[src/rtl/fft_mult_pkg.sv]
// ----------------------------------------------------------------------------
// fft_mult_pkg
// Shared constants and arithmetic helpers for the FFT multiplier datapath.
// Used by stream_mult_pipe and intended for reuse by the butterfly.
//
// Contents:
//   MULT_W_DEF / MULT_PIPE_DEF / MULT_FRAC_DEF : default parameter values
//   MULT_ACC_W                                 : working width for rounding
//   round_shift()                              : round-half-up right shift
// ----------------------------------------------------------------------------
package fft_mult_pkg;

   localparam int MULT_W_DEF    = 16;
   localparam int MULT_PIPE_DEF = 3;
   localparam int MULT_FRAC_DEF = 15;

   // Rounding is done in a wide accumulator so that adding the half-LSB term
   // can never wrap, whatever the product. Supports products up to 126 bits.
   localparam int MULT_ACC_W = 128;
   localparam logic [MULT_ACC_W-1:0] MULT_ACC_ONE = {{(MULT_ACC_W-1){1'b0}}, 1'b1};

   // (product + 2^(frac-1)) >> frac, arithmetic shift for signed operands.
   // The caller sign- or zero-extends its product into MULT_ACC_W bits.
   function automatic logic [MULT_ACC_W-1:0] round_shift(
      input logic [MULT_ACC_W-1:0] product,
      input int unsigned           frac,
      input logic                  is_signed
   );
      logic [MULT_ACC_W-1:0] biased;
      logic [MULT_ACC_W-1:0] shifted;
      if (frac == 32'd0) begin
         biased = product;
      end else begin
         biased = product + (MULT_ACC_ONE << (frac - 32'd1));
      end
      if (is_signed) begin
         shifted = $unsigned($signed(biased) >>> frac);
      end else begin
         shifted = biased >> frac;
      end
      return shifted;
   endfunction

endpackage

[src/rtl/mult_pipe_stage.sv]
// ----------------------------------------------------------------------------
// mult_pipe_stage
// One register stage of the stream multiplier: a data register plus a valid
// bit. The stage loads whenever it is empty or its current beat moves on,
// which lets beats collapse into empty stages (bubble removal).
//
// Ports:
//   clk, rst_n  : clock, asynchronous active-low reset
//   prev_data   : data offered by the previous stage (or the input)
//   prev_valid  : previous stage holds a beat
//   next_ready  : the next stage (or downstream) takes a beat this cycle
//   data, valid : registered contents of this stage
// ----------------------------------------------------------------------------
module mult_pipe_stage
   import fft_mult_pkg::*;
#(
   parameter int DW = 2 * MULT_W_DEF
) (
   input  logic          clk,
   input  logic          rst_n,
   input  logic [DW-1:0] prev_data,
   input  logic          prev_valid,
   input  logic          next_ready,
   output logic [DW-1:0] data,
   output logic          valid
);

   logic load;

   assign load = ~valid | next_ready;

   // Stage register: take the upstream beat when empty or advancing.
   always_ff @(posedge clk or negedge rst_n) begin
      if (!rst_n) begin
         valid <= 1'b0;
         data  <= {DW{1'b0}};
      end else if (load) begin
         valid <= prev_valid;
         // Keep the old data when a bubble moves in, so the output only
         // toggles on real beats.
         if (prev_valid) begin
            data <= prev_data;
         end
      end
   end

endmodule

[src/rtl/stream_mult_pipe.sv]
// ----------------------------------------------------------------------------
// stream_mult_pipe
// Pipelined fixed-point multiplier with valid/ready streams on both sides.
// Each input beat is {a, b}; each output beat is the 2W-bit product, or the
// Q-format rounded product when built with MULT_ROUND_EN defined.
//
// Parameters: W (operand width), PIPE (>= 1 register stages),
//             SIGNED (1 = two's complement), FRAC_BITS (round shift, 0..2W-1)
// Build option: MULT_ROUND_EN -> round-half-up shift by FRAC_BITS in the
//             last stage; otherwise the raw product is emitted.
//
// Ports:
//   i_clk, i_rst_n         : clock, asynchronous active-low reset
//   i_data, i_data_valid   : input beat {a, b} and its valid
//   o_data_ready           : block accepts a beat this cycle
//   o_data, o_data_valid   : output beat, taken straight from the last stage
//   i_data_ready           : downstream accepts a beat this cycle
// ----------------------------------------------------------------------------
module stream_mult_pipe
   import fft_mult_pkg::*;
#(
   parameter int W         = MULT_W_DEF,
   parameter int PIPE      = MULT_PIPE_DEF,
   parameter int SIGNED    = 1,
   parameter int FRAC_BITS = MULT_FRAC_DEF
) (
   input  logic           i_clk,
   input  logic           i_rst_n,
   input  logic [2*W-1:0] i_data,
   input  logic           i_data_valid,
   output logic           o_data_ready,
   output logic [2*W-1:0] o_data,
   output logic           o_data_valid,
   input  logic           i_data_ready
);

   localparam int   DW        = 2 * W;
   localparam int   EXT_W     = MULT_ACC_W - DW;
   localparam logic IS_SIGNED = (SIGNED != 0);
`ifdef MULT_ROUND_EN
   localparam logic ROUND_EN  = 1'b1;
`else
   localparam logic ROUND_EN  = 1'b0;
`endif

   logic [W-1:0]  op_a;
   logic [W-1:0]  op_b;
   logic [DW-1:0] ext_a;
   logic [DW-1:0] ext_b;
   logic [DW-1:0] last_in;

   // Index 0 is the input side (product of the incoming beat).
   logic [DW-1:0] stage_data [0:PIPE];
   logic [PIPE:0] stage_valid;
   // chain_ready[k] = stage k loads this cycle; PIPE+1 is downstream.
   logic [PIPE+1:1] chain_ready;

   // Operand split and full-width multiply. Extending both operands to 2W
   // first makes the low 2W bits of the product exact for either signedness,
   // including -2^(W-1) * -2^(W-1).
   always_comb begin
      op_a  = i_data[DW-1:W];
      op_b  = i_data[W-1:0];
      ext_a = {{W{IS_SIGNED & op_a[W-1]}}, op_a};
      ext_b = {{W{IS_SIGNED & op_b[W-1]}}, op_b};
      stage_data[0] = ext_a * ext_b;
   end

   assign stage_valid[0] = i_data_valid;

   // Rounding sits on the input of the last stage so latency is unchanged.
   always_comb begin
      if (ROUND_EN) begin
         last_in = DW'(round_shift(
            {{EXT_W{IS_SIGNED & stage_data[PIPE-1][DW-1]}}, stage_data[PIPE-1]},
            FRAC_BITS, IS_SIGNED));
      end else begin
         last_in = stage_data[PIPE-1];
      end
   end

   // Ready chain: a stage loads if it is empty or the stage after it loads.
   always_comb begin
      chain_ready = {(PIPE+1){1'b0}};
      chain_ready[PIPE+1] = i_data_ready;
      for (int k = PIPE; k >= 1; k--) begin
         chain_ready[k] = ~stage_valid[k] | chain_ready[k+1];
      end
   end

   for (genvar k = 1; k <= PIPE; k++) begin : g_stage
      logic [DW-1:0] stage_in;
      if (k == PIPE) begin : g_last
         assign stage_in = last_in;
      end else begin : g_mid
         assign stage_in = stage_data[k-1];
      end

      mult_pipe_stage #(
         .DW (DW)
      ) u_stage (
         .clk        (i_clk),
         .rst_n      (i_rst_n),
         .prev_data  (stage_in),
         .prev_valid (stage_valid[k-1]),
         .next_ready (chain_ready[k+1]),
         .data       (stage_data[k]),
         .valid      (stage_valid[k])
      );
   end

   assign o_data       = stage_data[PIPE];
   assign o_data_valid = stage_valid[PIPE];
   assign o_data_ready = chain_ready[1];

endmodule

[config.mk]
export PLATFORM = sky130hd
export DESIGN_NAME = stream_mult_pipe
export DESIGN_NICKNAME = d
export VERILOG_FILES = /design/src/rtl/fft_mult_pkg.sv /design/src/rtl/mult_pipe_stage.sv /design/src/rtl/stream_mult_pipe.sv
export SDC_FILE = /design/constraint.sdc
export NUM_CORES = 1
export LEC_CHECK = 0
export ABC_AREA = 1
export BUFFER_PORTS_ARGS = -buffer_cell sky130_fd_sc_hd__buf_2
export CAP_MARGIN = 10
export CELL_PAD_IN_SITES_DETAIL_PLACEMENT = 0
export CELL_PAD_IN_SITES_GLOBAL_PLACEMENT = 1
export CORE_ASPECT_RATIO = 1.4
export CORE_MARGIN = 2
export CORE_UTILIZATION = 35
export DETAILED_ROUTE_END_ITERATION = 8
export HOLD_SLACK_MARGIN = 0.03
export PLACE_DENSITY_LB_ADDON = 0.1
export SYNTH_ARGS = -nofsm -noshare
export SYNTH_HDL_FRONTEND = slang
export SYNTH_SLANG_ARGS = --single-unit
[constraint.sdc]
create_clock -name i_clk -period 1.2 [get_ports i_clk]
set_input_delay 0 -clock i_clk [delete_from_list [all_inputs] [get_ports i_clk]]
set_output_delay 0 -clock i_clk [all_outputs]
set_load 0.05 [all_outputs]
==> results by group, run 1 <==
Placement
  • Final GP Congestion: 0.852
  • IO Port Bufs: 69
  • Post-DP HPWL: 33,200 µm

GRT
  • Initial antenna violation count: 0
  • GRT Total Usage: 0.188
  • Largest net degree at the start of global routing: 57
  • Vias in the first global route: 12,400
  • Global-route met2 utilization: 0.355
  • GRT met3 Usage: 0.00682
  • Global-route wire length before repair: 64,400 µm
  • Grt peak-use layer: met2
  • GRT overflow: 0
  • M1 GR Usage: 0.230

Clock network
  • Worst skew pair latency: 0.33 ns
  • CTS tree: done
  • Clock transition at path regs: 0.06 ns
  • Clock Path Buffers: 2
  • CTS Buf Count: 9
  • Clk sinks: 99
  • Cell chosen for the clock root: clkbuf_16
  • CTS H-tree lvls: 3

Logic synthesis
  • Synth Instances: 1,769
  • Synth warn: 0
  • Async set or reset register ratio after synthesis: 1.00
  • Synth area leaders: fa_1, dfrtp_1, inv_1
  • Synth Cell Area: 14,500 µm²
  • Post-synth net total: 2,149
  • Primary FF master, synth: dfrtp_1
  • Synthesized area per cell: 8.18 µm²
  • Number of synthesized register bits: 99
  • Sequential cell area fraction in the yosys report: 0.171
  • Largest area contributor in the netlist: fa_1
  • Netlist cell types: 36
  • Post-synth EDFFs: 0
  • Area share of the largest cell type after synthesis: 0.362

Timing
  • Fin crit period: 4.59 ns
  • Final hold violations: 0
  • Final max-slew violation count: 0
  • Final Skew: 0.00391 ns
  • Rel. slew slack: 0.763
  • F_max: 0.218 GHz
  • Setup WS post-layout: -3.39 ns
  • Hold_ws: 0.0621 ns
  • Worst Max-Slew Pin Slew: 0.356 ns
  • RSZ-0062 raised after global routing: yes
  • Fin crit share: 3.83
  • # setup viols final: 86

Run
  • Max_cap viols: 0

Floorplanning
  • Site Rows: 88
  • DIE HEIGHT: 245 µm
  • Initial core utilization: 0.353
  • Die span in x: 176 µm
  • CORE AREA: 41,100 µm²
  • # IOs: 70
  • Die footprint: 43,000 µm²

Detailed routing
  • Initial DRC Count: 313
  • Routed vias/inst: 4.39
  • Remaining antenna violation count after routing: 0
  • Total wire length: 38,200 µm
  • WL per Instance: 15.0 µm
  • DR vias: 11,200
  • DRC: 0
  • Detailed Routing Iterations Pass 1: 4

Worst hold path
  • Worst hold path class: in -> reg

Run status
  • Status: complete, but fails checks
  • Failing checks: negative setup slack

Cells and area
  • Diodes inserted: 0
  • Area grow syn2layout: 39.0%
  • Filler Cells Inserted: 3,994
  • Final nets: 2,389
  • Share of cells above drive strength 1: 0.359

Worst setup path
  • CP max FO: 6
  • R2r setup slk: -0.15 ns
  • Crit end category: flop
  • Worst setup SP type: primary input
  • Worst Path Required: 1.43 ns
  • Critical path class: in -> reg
  • Arrival time at the worst endpoint: 4.82 ns
==> critical path: stages <==
cell and delay [ns]:
buf_12 0.11, buf_8 0.12, buf_6 0.12, nand2_4 0.04
inv_2 0.03, fa_2 0.47, buf_4 0.15, fa_1 0.48
inv_1 0.06, fa_1 0.49, inv_2 0.05, fa_1 0.51
fa_1 0.57, fa_1 0.46, ha_4 0.34, nand2_4 0.08
nor2_4 0.12, nand2_2 0.10, nor3_2 0.13, nand2_2 0.12
nand3_1 0.09, nand2_1 0.05, nand3_1 0.06, nand2_1 0.05
==> cells in the final DEF, fill, tap and decap left out, drive strengths merged, types with 3 or more instances in the layout <==
cell / synthesis / final
o21bai: 5 / 5
nor2: 61 / 61
clkbuf: 59 / 13
clkinv: 0 / 3
xnor2: 12 / 12
a21oi: 29 / 29
nand3: 45 / 45
ha: 82 / 82
mux2: 45 / 45
buf: 14 / 299
nand4: 13 / 13
nand2: 482 / 482
nor3: 9 / 9
xor2: 3 / 3
inv: 503 / 503
dfrtp: 99 / 99
o21ai: 35 / 35
or2: 3 / 3
fa: 262 / 262
==> final timing paths <==
| kind | to | cells past startpoint | startpoint |
|---|---|---|---|
| min | g_stage[3].u_stage.valid$_DFFE_PN0P_ | 5 | i_data_ready |
| min reg2reg | g_stage[1].u_stage.data[18]$_DFFE_PN0P_ | 2 | g_stage[1].u_stage.data[18]$_DFFE_PN0P_ |
| max reg2reg | g_stage[3].u_stage.data[3]$_DFFE_PN0P_ | 6 | g_stage[3].u_stage.valid$_DFFE_PN0P_ |
| min in group asynchronous | g_stage[3].u_stage.data[6]$_DFFE_PN0P_ | 3 | i_rst_n |
| max in group asynchronous | g_stage[3].u_stage.valid$_DFFE_PN0P_ | 3 | i_rst_n |
| max | g_stage[1].u_stage.data[28]$_DFFE_PN0P_ | 24 | i_data[31] |
==> cell usage after synthesis (3+ instances only) <==
| cell | count |
|---|---|
| or2_2 | 3 |
| buf_2 | 10 |
| nand2_1 | 473 |
| ha_1 | 82 |
| a21oi_1 | 28 |
| xnor2_1 | 12 |
| inv_1 | 498 |
| nand2_2 | 9 |
| o21ai_1 | 9 |
| nand3_2 | 4 |
| nor3_1 | 6 |
| dfrtp_1 | 99 |
| nor2_1 | 57 |
| nand4_1 | 13 |
| o21ai_0 | 25 |
| nor3_2 | 3 |
| clkbuf_1 | 59 |
| mux2_2 | 45 |
| xor2_1 | 3 |
| o21bai_1 | 5 |
| nand3_1 | 41 |
| fa_1 | 262 |
| nor2_2 | 3 |
| inv_2 | 5 |
==> layer usage <==
metal  share of wire  routed length [µm]  up-vias
met3           0.013                 513       53
met5               0                   0        -
met1            0.42               16200     5472
li1                -                   -     5554
met2            0.53               20300      140
met4           0.030                1150        0
==> per-stage QoR <==
step	instances	TNS (ns)	util	setup WS, ns	area [µm²]
6_report	2553	-87.02	0.490	-3.39	20100
5_1_grt	2553	-94.59	0.490	-3.60	20100
2_1_floorplan	1769	-96.44	-	-3.47	16100
3_5_place_dp	2485	-104.16	0.432	-4.12	17800
3_3_place_gp	2485	-103.28	0.432	-4.08	17800
4_1_cts	2541	-88.75	0.475	-3.43	19500
==> final cells by class <==
class                      instances  area [µm²]  area share
clock buffer                      12         267      0.0132
clock inverter                     3        22.5     0.00112
inverter                         503        1920      0.0952
multi-input combinational       1094       11800       0.585
sequential                        99        2480       0.123
tap                              540         676      0.0336
timing repair buffer             302        3000       0.149
==> sequential cells by signal, indices dropped and copies added (netlist names) <==
signal                 count
g_stage.u_stage.data      96
g_stage.u_stage.valid      3
==> logic make-up after synthesis <==
logic type      share of synthesized area
flops                               0.171
simple gates                        0.173
buf+inv                             0.151
fa+ha+maj                           0.433
xor+xnor                          0.00907
mux                                0.0350
compound gates                     0.0277
==> timing repair <==
item,CTS,global route
endpoints found under the hold margin,99,0
hold buffers,1,0
pin swaps,129,89
endpoints found under the setup margin,91,96
resized for setup,284,168
gates cloned,5,1
buffers inserted,36,13
Power of run 1 is left out: the tool's default activity adds up to more than one toggle a clock period on the data nets, which glitch-free logic cannot reach.
==> run 2, diff against run 1 <==
Settings changed: SETUP_SLACK_MARGIN from default to 0.5.
==> results by group, run 2 (synthesis gave the netlist of run 1 again) <==
Run status
  • Status: complete, but fails checks
  • Failing checks: negative setup slack

GRT
  • Initial antenna violation count: 0
  • Vias in the first global route: 12,800
  • GRT Total Usage: 0.196
  • Global-route wire length before repair: 66,200 µm
  • GRT overflow: 0
  • Largest net degree at the start of global routing: 41

Cells and area
  • Share of cells above drive strength 1: 0.377
  • Final nets: 2,419
  • Commonest non-fill, non-tap cell in the layout: inv_1
  • Multi-input gate area: 11,800 µm²
  • Diodes inserted: 0
  • Most frequent cells in the layout: inv_1, nand2_1, fa_1, buf_4, dfrtp_1
  • Core Util, Final: 0.509
  • Top Registers: g_stage.u_stage.data: 96 flops, g_stage.u_stage.valid: 3 flops
  • Largest register FFs: 96
  • Area grow syn2layout: 44.4%
  • Fin area: 20,900 µm²
  • Filler Cells Inserted: 3,888
  • Largest Register: g_stage.u_stage.data
  • Sequential Area: 2480 µm²

Timing
  • Final hold violations: 0
  • # setup viols final: 97
  • Fin crit share: 3.80
  • Worst Max-Slew Pin Slew: 0.332 ns
  • Rel. slew slack: 0.778
  • Fin crit period: 4.56 ns
  • Final Skew: 0.00537 ns
  • F_max: 0.219 GHz
  • Setup WS post-layout: -3.36 ns
  • Final max-slew violation count: 0
  • RSZ-0062 raised after global routing: yes

Floorplanning
  • Site Rows: 88
  • Die span in x: 176 µm
  • DIE HEIGHT: 245 µm
  • CORE AREA: 41,100 µm²
  • Initial core utilization: 0.353
  • # IOs: 70
  • Die footprint: 43,000 µm²

Clock network
  • Clk sinks: 99
  • Clock transition at path regs: 0.07 ns
  • CTS Buf Count: 9
  • Worst skew pair latency: 0.35 ns
  • Cell chosen for the clock root: clkbuf_16
  • Clock Path Buffers: 2
  • CTS tree: done
  • CTS H-tree lvls: 3

Worst setup path
  • Crit end category: flop
  • CP max FO: 5
  • Worst setup SP type: primary input
  • Worst Reg-to-Reg Cells: 7
  • Worst r2r src: g_stage[3].u_stage.valid$_DFFE_PN0P_
  • R2r setup slk: -0.18 ns
  • Critical path class: in -> reg
  • Worst Path Required: 1.44 ns
  • Arrival time at the worst endpoint: 4.81 ns
  • RR Endpoint: g_stage[2].u_stage.data[2]$_DFFE_PN0P_

Worst hold path
  • Worst hold path class: in -> async

Placement
  • Post-DP HPWL: 33,600 µm
  • Setup slack at placement: -4.04 ns
  • IO Port Bufs: 69
  • Placed instance area: 17,700 µm²
  • Final GP Congestion: 0.875

Detailed routing
  • Routed vias/inst: 4.46
  • WL per Instance: 15.7 µm
  • Total wire length: 40,600 µm
  • DR vias: 11,500
  • Remaining antenna violation count after routing: 0
  • Detailed Routing Iterations Pass 1: 4
  • DRC: 0
  • Initial DRC Count: 351

Run
  • Max_cap viols: 0
-- run 2: worst max-delay path, cell delays in order --
cell       delay [ns]
bufbuf_16        0.24
nand2_4          0.05
inv_4            0.07
fa_2             0.47
buf_4            0.16
fa_1             0.53
inv_2            0.05
fa_1             0.47
inv_1            0.06
fa_1             0.51
fa_1             0.57
fa_1             0.46
ha_4             0.32
nand2_2          0.07
buf_4            0.15
nor3_4           0.18
and2_4           0.16
nand2_2          0.05
nand3_2          0.05
nand2_1          0.05
nand3_1          0.08
nand2_1          0.05
-- run 2: final cells by class --
class / instances / share of cell area
repair buffers: 330 / 0.174
clock inverters: 6 / 0.00652
flip-flops and latches: 99 / 0.119
well taps: 540 / 0.0323
multi-input cells: 1094 / 0.565
inverters: 503 / 0.0915
repair inverters: 2 / 0.00132
clock buffers: 10 / 0.0114
-- run 2: timing repair --
| item | 4_1_cts | 5_1_grt |
|---|---|---|
| buffers inserted | 36 | 36 |
| hold buffers | 1 | 0 |
| endpoints found under the hold margin | 99 | 0 |
| pin swaps | 161 | 89 |
| resized for setup | 389 | 181 |
| cloned | 6 | 7 |
| endpoints found under the setup margin | 133 | 151 |
-- run 2: layer usage --
layer,global-route usage,routed length (µm),share of wire
met1,0.232,16500,0.41
met2,0.372,22000,0.54
met3,0.00945,579,0.014
met4,0.0739,1470,0.036
met5,0,0,0
-- run 2: stage by stage --
stage	hold WS [ns]	instances	setup TNS [ns]
global placement	-0.0780	2482	-103.67
global route	0.0916	2584	-96.31
detailed placement	-0.0768	2482	-105.11
floorplan	-0.296	1769	-96.41
finish	0.0910	2584	-88.85
CTS	0.0472	2541	-87.13
-- run 2: how the worst max path moves through the flow --
stage	start	endpoint	slack, ns
after floorplan	i_data[31]	g_stage[1].u_stage.data[31]$_DFFE_PN0P_	-3.47
after global placement	i_data[7]	g_stage[1].u_stage.data[28]$_DFFE_PN0P_	-4.03
after detailed placement	i_data[10]	g_stage[1].u_stage.data[28]$_DFFE_PN0P_	-4.04
after CTS	i_data[13]	g_stage[1].u_stage.data[27]$_DFFE_PN0P_	-3.33
after global routing	i_data[31]	g_stage[1].u_stage.data[31]$_DFFE_PN0P_	-3.54
final	i_data[31]	g_stage[1].u_stage.data[31]$_DFFE_PN0P_	-3.36
Power of run 2 is left out for the same reason.
==> run 3, diff against run 2 <==
==> constraint.sdc (replaced) <==
create_clock -name i_clk -period 1.2 [get_ports i_clk]
set_input_delay 0.18 -clock i_clk [delete_from_list [all_inputs] [get_ports i_clk]]
set_output_delay 0.18 -clock i_clk [all_outputs]
set_load 0.05 [all_outputs]
==> results by group, run 3 (synthesis gave the netlist of run 1 again) <==
Worst setup path
  • Worst path cell trace: buf_12 > buf_6 > nand2_4 > inv_2 > fa_2 > fa_2 > buf_12 > fa_2 > fa_2 > fa_1 > inv_1 > fa_1 > inv_2 > ha_4 > nand2_4 > nor2_4 > inv_2 > nor2_4 > nand4_1 > nand3_1 > nand2_1 > nand3_2 > o21ai_1
  • RR Endpoint: g_stage[1].u_stage.data[15]$_DFFE_PN0P_
  • R2r setup slk: -0.20 ns
  • Worst setup SP type: primary input
  • CP max FO: 7
  • Cell family contributing the most delay on the critical path: adder cells
  • Critical path class: in -> reg
  • Slowest stage cell, crit path: fa_2
  • Worst Path Required: 1.45 ns
  • CP max stage delay: 0.63 ns
  • Worst r2r src: g_stage[3].u_stage.valid$_DFFE_PN0P_
  • Worst Reg-to-Reg Cells: 8
  • Crit end category: flop
  • Arrival time at the worst endpoint: 5.01 ns
  • Most used cell, CP: fa_2
  • Worst path buffer plus inverter count: 7

Detailed routing
  • Total wire length: 40,200 µm
  • WL per Instance: 15.5 µm
  • Detailed Routing Iterations Pass 1: 5
  • Remaining antenna violation count after routing: 0
  • DR vias: 11,500
  • DRC: 0
  • Routed vias/inst: 4.42
  • Initial DRC Count: 362

Clock network
  • CTS tree: done
  • Clock Path Buffers: 2
  • CTS H-tree lvls: 3
  • Clk sinks: 99
  • Clock transition at path regs: 0.07 ns
  • Worst skew pair latency: 0.36 ns
  • Cell chosen for the clock root: clkbuf_16
  • CTS Buf Count: 9

Cells and area
  • Diodes inserted: 0
  • Final non-filler cell total: 2,595
  • Final nets: 2,430
  • Sequential Area: 2520 µm²
  • Largest register FFs: 96
  • Top Registers: g_stage.u_stage.data: 96 flops, g_stage.u_stage.valid: 3 flops
  • Largest Register: g_stage.u_stage.data
  • Commonest non-fill, non-tap cell in the layout: inv_1
  • Most frequent cells in the layout: inv_1, nand2_1, fa_1, buf_4, buf_6
  • Share of cells above drive strength 1: 0.394
  • Multi-input gate area: 11,900 µm²
  • Filler Cells Inserted: 3,847
  • Area grow syn2layout: 46.0%

Timing
  • Final max-slew violation count: 0
  • Worst Max-Slew Pin Slew: 0.399 ns
  • Fin crit period: 4.76 ns
  • F_max: 0.210 GHz
  • Rel. slew slack: 0.734
  • Final hold violations: 99
  • Fin Setup TNS: -99.38 ns
  • Fin crit share: 3.97
  • Final Skew: 0.00985 ns
  • # setup viols final: 100
  • Hold_ws: -0.176 ns
  • Setup WS post-layout: -3.56 ns
  • RSZ-0062 raised after global routing: yes

GRT
  • Vias in the first global route: 12,600
  • Initial antenna violation count: 0
  • GRT overflow: 0
  • Largest net degree at the start of global routing: 71
  • Global-route wire length before repair: 65,900 µm
  • GRT Total Usage: 0.196

Floorplanning
  • CORE AREA: 41,100 µm²
  • # IOs: 70
  • DIE HEIGHT: 245 µm
  • Die footprint: 43,000 µm²
  • Die span in x: 176 µm
  • Site Rows: 88
  • Initial core utilization: 0.353

Worst hold path
  • Worst hold path class: in -> async

Run
  • Max_cap viols: 0

Run status
  • Status: complete, but fails checks
  • Failing checks: negative hold slack, negative setup slack

Placement
  • Placed instance count: 2,492
  • Post-DP HPWL: 33,300 µm
  • Final GP Congestion: 0.835
  • IO Port Bufs: 69
[run 3: cell count changes in the layout (fill, tap and decap cells not counted), sizes merged]
cell	before	now
buf	322	340
clkbuf	15	11
inv	504	507
bufbuf	2	0
bufinv	4	2
clkinv	2	1
dlygate4sd3	1	0
[run 3: how the worst max path moves through the flow]
stage	from	endpoint	cells after the start
final	i_data[31]	g_stage[1].u_stage.data[23]$_DFFE_PN0P_	23
after global routing	i_data[31]	g_stage[1].u_stage.data[31]$_DFFE_PN0P_	24
after CTS	i_data[31]	g_stage[1].u_stage.data[23]$_DFFE_PN0P_	23
after detailed placement	i_data[31]	g_stage[1].u_stage.data[21]$_DFFE_PN0P_	23
after global placement	i_data[31]	g_stage[1].u_stage.data[21]$_DFFE_PN0P_	23
after floorplan	i_data[31]	g_stage[1].u_stage.data[31]$_DFFE_PN0P_	22
[run 3: timing repair]
action                                 CTS  global route
setup buffers                           54            21
gates cloned                            10             2
setup endpoints to repair              133           133
resized for setup                      408           188
pin swaps                              131           131
endpoints found under the hold margin   99            99
[run 3: per-layer routing]
layer  routed length (µm)  up-vias  GRT usage  share of wire
met5                    0        -          0              0
met4                 1160        0     0.0605          0.029
met3                  563       55    0.00945          0.014
met2                21900      160      0.374           0.54
met1                16600     5631      0.234           0.41
li1                     -     5626          -              -
[run 3: final cells by class]
| class | instances | area share |
|---|---|---|
| clock inverters | 7 | 0.00468 |
| well taps | 540 | 0.0320 |
| clock buffers | 9 | 0.0107 |
| repair inverters | 1 | 0.000769 |
| inverters | 503 | 0.0911 |
| multi-input cells | 1094 | 0.563 |
| repair buffers | 342 | 0.179 |
| flip-flops and latches | 99 | 0.119 |
[run 3: stage by stage]
| stage | area (µm²) | hold WS (ns) | util | setup slack, ns |
|---|---|---|---|---|
| after detailed placement | 17800 | 0.235 | 0.434 | -4.21 |
| after global placement | 17800 | 0.238 | 0.434 | -4.17 |
| after global routing | 21100 | -0.138 | 0.515 | -3.75 |
| final | 21100 | -0.176 | 0.515 | -3.56 |
| after CTS | 20300 | -0.140 | 0.493 | -3.58 |
| after floorplan | 16200 | -0.116 | - | -3.65 |
Power of run 3 is left out for the same reason.
